$ cat config.mk
export PLATFORM = sky130hd
export DESIGN_NAME = cdb_arbiter
export DESIGN_NICKNAME = d
export VERILOG_FILES = /design/src/rtl/cdb_arbiter.sv
export SDC_FILE = /design/constraint.sdc
export NUM_CORES = 1
export LEC_CHECK = 0
export ABC_AREA = 1
export BUFFER_PORTS_ARGS = -buffer_cell sky130_fd_sc_hd__buf_2
export CAP_MARGIN = 20
export CORE_ASPECT_RATIO = 1.4
export CORE_MARGIN = 2
export CORE_UTILIZATION = 56
export DETAILED_ROUTE_END_ITERATION = 7
export HOLD_SLACK_MARGIN = 0.12
export PLACE_DENSITY = 0.81
export SLEW_MARGIN = 0
export SYNTH_ARGS = -nofsm -noshare
export SYNTH_HDL_FRONTEND = slang
export SYNTH_SLANG_ARGS = --single-unit
$ cat constraint.sdc
create_clock -name clk_in -period 3.25 [get_ports clk_in]
set_input_delay 0.1625 -clock clk_in [delete_from_list [all_inputs] [get_ports clk_in]]
set_output_delay 0.1625 -clock clk_in [all_outputs]
set_load 0.02 [all_outputs]
$ cat src/rtl/cdb_arbiter.sv
// rtl/cdb_arbiter.sv - round-robin arbiter funnelling producer results onto a single registered CDB
// Each producer owns one holding slot; a granted slot may reload in the same cycle.
module cdb_arbiter #(
    parameter int NUM_REQ    = 4,
    parameter int Q_WIDTH    = 5,
    parameter int DATA_WIDTH = 32
) (
    input  logic                          clk_in,
    input  logic                          rst_in,
    input  logic                          rdy_in,
    input  logic                          flush_in,
    input  logic [NUM_REQ-1:0]            req_valid,
    input  logic [NUM_REQ*Q_WIDTH-1:0]    req_rob,
    input  logic [NUM_REQ*DATA_WIDTH-1:0] req_data,
    output logic [NUM_REQ-1:0]            req_ready,
    output logic                          cdb_valid,
    output logic [Q_WIDTH-1:0]            cdb_rob,
    output logic [DATA_WIDTH-1:0]         cdb_data,
    output logic [$clog2(NUM_REQ)-1:0]    cdb_src,
    output logic [$clog2(NUM_REQ):0]      pending_cnt
);

    localparam int PTR_W = $clog2(NUM_REQ);
    localparam int CNT_W = PTR_W + 1;

    logic [NUM_REQ-1:0]    slot_valid_q, slot_valid_d;
    logic [Q_WIDTH-1:0]    slot_rob_q  [NUM_REQ];
    logic [Q_WIDTH-1:0]    slot_rob_d  [NUM_REQ];
    logic [DATA_WIDTH-1:0] slot_data_q [NUM_REQ];
    logic [DATA_WIDTH-1:0] slot_data_d [NUM_REQ];
    logic [PTR_W-1:0]      rr_ptr_q, rr_ptr_d;
    logic                  cdb_valid_q, cdb_valid_d;
    logic [Q_WIDTH-1:0]    cdb_rob_q, cdb_rob_d;
    logic [DATA_WIDTH-1:0] cdb_data_q, cdb_data_d;
    logic [PTR_W-1:0]      cdb_src_q, cdb_src_d;

    logic                  active;
    logic [NUM_REQ-1:0]    grant;
    logic                  grant_any;
    logic [PTR_W-1:0]      grant_idx;
    logic [PTR_W-1:0]      scan_idx;
    logic [CNT_W-1:0]      pend_cnt;

    assign active = rdy_in && !flush_in;

    // Scan upward from rr_ptr; the first valid slot wins.
    always_comb begin
        grant     = '0;
        grant_any = 1'b0;
        grant_idx = '0;
        scan_idx  = '0;
        if (active) begin
            for (int off = 0; off < NUM_REQ; off++) begin
                scan_idx = PTR_W'((int'(rr_ptr_q) + off) % NUM_REQ);
                if (!grant_any && slot_valid_q[scan_idx]) begin
                    grant_any        = 1'b1;
                    grant_idx        = scan_idx;
                    grant[scan_idx]  = 1'b1;
                end
            end
        end
    end

    always_comb begin
        for (int i = 0; i < NUM_REQ; i++) begin
            req_ready[i] = active && (!slot_valid_q[i] || grant[i]);
        end
    end

    // Tag 0 handshakes complete but are discarded rather than stored.
    always_comb begin
        slot_valid_d = slot_valid_q;
        slot_rob_d   = slot_rob_q;
        slot_data_d  = slot_data_q;
        if (rdy_in) begin
            if (flush_in) begin
                slot_valid_d = '0;
            end else begin
                for (int i = 0; i < NUM_REQ; i++) begin
                    if (grant[i]) begin
                        slot_valid_d[i] = 1'b0;
                    end
                    if (req_valid[i] && req_ready[i] && (req_rob[i*Q_WIDTH +: Q_WIDTH] != '0)) begin
                        slot_valid_d[i] = 1'b1;
                        slot_rob_d[i]   = req_rob[i*Q_WIDTH +: Q_WIDTH];
                        slot_data_d[i]  = req_data[i*DATA_WIDTH +: DATA_WIDTH];
                    end
                end
            end
        end
    end

    always_comb begin
        cdb_valid_d = cdb_valid_q;
        cdb_rob_d   = cdb_rob_q;
        cdb_data_d  = cdb_data_q;
        cdb_src_d   = cdb_src_q;
        rr_ptr_d    = rr_ptr_q;
        if (rdy_in) begin
            if (flush_in) begin
                cdb_valid_d = 1'b0;
                rr_ptr_d    = '0;
            end else if (grant_any) begin
                cdb_valid_d = 1'b1;
                cdb_rob_d   = slot_rob_q[grant_idx];
                cdb_data_d  = slot_data_q[grant_idx];
                cdb_src_d   = grant_idx;
                rr_ptr_d    = PTR_W'((int'(grant_idx) + 1) % NUM_REQ);
            end else begin
                cdb_valid_d = 1'b0;
            end
        end
    end

    always_comb begin
        pend_cnt = '0;
        for (int i = 0; i < NUM_REQ; i++) begin
            pend_cnt = pend_cnt + CNT_W'(slot_valid_q[i]);
        end
    end

    always_ff @(posedge clk_in or negedge rst_in) begin
        if (!rst_in) begin
            slot_valid_q <= '0;
            for (int i = 0; i < NUM_REQ; i++) begin
                slot_rob_q[i]  <= '0;
                slot_data_q[i] <= '0;
            end
            rr_ptr_q    <= '0;
            cdb_valid_q <= 1'b0;
            cdb_rob_q   <= '0;
            cdb_data_q  <= '0;
            cdb_src_q   <= '0;
        end else begin
            slot_valid_q <= slot_valid_d;
            for (int i = 0; i < NUM_REQ; i++) begin
                slot_rob_q[i]  <= slot_rob_d[i];
                slot_data_q[i] <= slot_data_d[i];
            end
            rr_ptr_q    <= rr_ptr_d;
            cdb_valid_q <= cdb_valid_d;
            cdb_rob_q   <= cdb_rob_d;
            cdb_data_q  <= cdb_data_d;
            cdb_src_q   <= cdb_src_d;
        end
    end

    assign cdb_valid   = cdb_valid_q;
    assign cdb_rob     = cdb_rob_q;
    assign cdb_data    = cdb_data_q;
    assign cdb_src     = cdb_src_q;
    assign pending_cnt = pend_cnt;

endmodule

==> impl_metrics.yaml <==
finish:
  nNetsFinal: 1793
  drive_gt1_frac: 0.181
  area_growth_pct: 30.7
  stdcell_area_um2: 13300
  postLayoutCoreUtil: 0.743
  stdcell_count: 1879
power:
  power.internal_uw: 6690
  p_comb_frac: 0.464
  power_leakage_uw: 0.00720
  p_clk_frac: 0.178
  power_frac_seq: 0.358
  switchingPower_uw: 5400
  ir_worst_vdd_v: 0.000506
  p_per_area_nw_per_um2: 909
  netSwitchingFraction: 0.447
synth:
  synth-simple-area-share: 0.407
  yosysMostFrequentCell: "nand2_1"
  ys_ff_latch: 194
  syn_nets: 1490
  synth.mux.area_fraction: 0
  avgSynthCellArea_um2: 7.70
  synth_xor_area_frac: 0.000860
  synth_top_area_share: 0.477
  yosysSeqAreaShare: 0.477
  synthTopCellsByCount: "nand2_1, dfrtp_1, nand3_1"
  synth_top_area_cell: "dfrtp_1"
  ys.flop_type: "dfrtp_1"
  syn_area_um2: 10200
  synthCells: 1323
  synth-async-reset-ratio: 1.00
  synthAdderAreaFrac: 0.0142
  synth-compound-area-share: 0.00761
  synth.distinct_cells: 33
  synth-edff-count: 0
  ys_top_cells_by_area: "dfrtp_1, nand2_1, nand4_1, nand3_1, inv_1"
  synth_top_family_by_area: "simple AND/OR/NAND/NOR gates"
  ys_warn_count: 0
clock_network:
  cts.sinks: 194
  postCtsSetupRepairBufs: 0
  cts_inserted_buffers: 17
  insertion_delay_ns: 0.44
  root_buffer: "clkbuf_16"
  tritoncts: "yes"
  htree_levels: 4
  cts_buffer_depth: 2
  clk_pin_slew_ns: 0.06
flow_run:
  maxCapViolCount: 0
timing:
  whs_ns: 0.172
  hold_viol: 0
  max_freq_ghz: 0.325
  relSlewSlack: 0.383
  setup_violations: 0
  slew_violations: 0
  worst_slew_pin_slew_ns: 0.926
  rsz0062_at_grt: "false"
  min_period_over_period: 0.945
  clock_skew_ns: 0.0146
  fin_crit_ns: 3.07
  finalSetupTns_ns: 0
die:
  rows: 58
  die_y_um: 164
  start_util: 0.568
  die_x_um: 118
  dieArea_um2: 19300
  ioPinCount: 203
  core_area_um2: 17900
grt:
  first_global_vias: 10457
  grt_max_degree: 110
  grt_pass1_wl_um: 54100
  grt.total_usage: 0.354
  antenna_found_initial: 1
  grt_overflow: 0
route:
  wl_um: 34300
  vias: 10717
  vias_per_cell: 5.70
  drtAntennaViolNets: 0
  drc: 0
  drt-pass1-iter-count: 6
  wl_per_cell_um: 18.3
  drt_iter0_drc: 1238
critical_path:
  reg2reg_to: "cdb_data[25]"
  cp.required_ns: 3.09
  start_kind: "flop"
  cp-end-kind: "output port"
  cp_slowest_cell: "dfrtp_2"
  cpPeakStageDelay_ns: 0.48
  crit_buf_inv: 4
  cp_top_family: "buffers and inverters"
  r2r_cells: 15
  cp_max_fo: 38
  ff2ff_setup_slack_ns: 0.30
  worstPathCellList: "inv_1 -> ha_1 -> inv_1 -> nand3_1 -> nand2_4 -> nand4_4 -> nor2_1 -> nor2_1 -> nor2_2 -> buf_8 -> buf_2"
  critPathArrivalTime_ns: 2.91
  reg2reg_from: "rr_ptr_q[1]"
  crit_type: "flop to output port"
place:
  dp_cells: 1697
  hpwl_um: 20700
  io_buffers: 202
  place_area_um2: 11200
  place.gp.congestion: 0.902
hold_path:
  worstHoldPathType: "input port to flop"
  min_to: "slot_valid_q[2]"
  min_from: "flush_in"
  hold_depth: 4
outcome:
  status: "finished clean"
routing by layer:
metal / global-route usage / vias to the layer above / routed length [um]
met5: 0 / - / 0
met1: 0.449 / 5051 / 13400
li1: - / 4896 / -
met3: 0.0705 / 112 / 2820
met4: 0.152 / 0 / 1350
met2: 0.591 / 658 / 16700
how the worst max path moves through the flow:
| stage | slack, ns | cells after the start | start | to |
|---|---|---|---|---|
| floorplan | 0.94 | 14 | rr_ptr_q[1] | slot_data_q[0] |
| global placement | 0.40 | 13 | rr_ptr_q[1] | slot_data_q[107] |
| detailed placement | 0.36 | 12 | rr_ptr_q[1] | cdb_data[31] |
| CTS | 0.02 | 11 | rr_ptr_q[1] | req_ready[3] |
| global route | 0.003 | 11 | rr_ptr_q[1] | req_ready[3] |
| finish | 0.18 | 11 | rr_ptr_q[1] | req_ready[3] |
tightest hold or removal path: cells and delay by family:
kind | cells | cell delay (ns)
AO/OA/AOI/OAI | 1 | 0.08
AND/OR/NAND/NOR | 1 | 0.08
buffers and inverters | 2 | 0.23
cell usage in the layout, fill, tap and decap left out, types with 9 or more instances in the layout:
cell type,count
dlygate4sd3_1,150
buf_2,201
nand3_1,152
nand4_1,149
nand3b_1,9
nor2_1,13
dfrtp_1,193
or2_2,15
inv_1,100
buf_4,21
nand2_1,529
clkbuf_16,17
ha_1,10
or2_0,13
what timing repair did:
item,in CTS,in global routing
endpoints found under the hold margin,260,0
hold buffers,150,0
resized for setup,0,8
setup endpoints to repair,0,4
metrics by stage:
stage / power, uW / setup WS, ns
finish: 12100 / 0.177
detailed placement: 9580 / 0.356
CTS: 11900 / 0.0156
global placement: 9470 / 0.398
floorplan: 8030 / 0.943
global route: 12900 / 0.00326
area by class of cell:
type,count,area [um^2]
multi-input cells,927,4380
well taps,240,300
clock buffers,22,474
diodes,1,2.50
inverters,107,407
repair buffers,379,2770
fillers,1271,4610
clock inverters,9,124
flip-flops and latches,194,4860
sequential cells by signal (all words and copies together), names as in the netlist:
register / flops
slot_data_q: 128
cdb_data: 32
slot_rob_q: 20
cdb_rob: 5
slot_valid_q: 4
cdb_src: 2
rr_ptr_q: 2
cdb_valid: 1
power by group through the flow:
stage | registers (uW) | clock network [uW] | logic (uW)
after floorplan | 4340 | 0 | 3700
after global placement | 4260 | 0 | 5200
after detailed placement | 4280 | 0 | 5300
after CTS | 4270 | 2160 | 5480
after global routing | 4420 | 2260 | 6250
final | 4330 | 2160 | 5610
kinds of logic after synthesis:
logic type | after synthesis
simple gates | 902
compound gates | 13
buf+inv | 202
flops | 194
fa+ha+maj | 11
xor+xnor | 1
No activity file was read; power rests on OpenSTA's default activity.
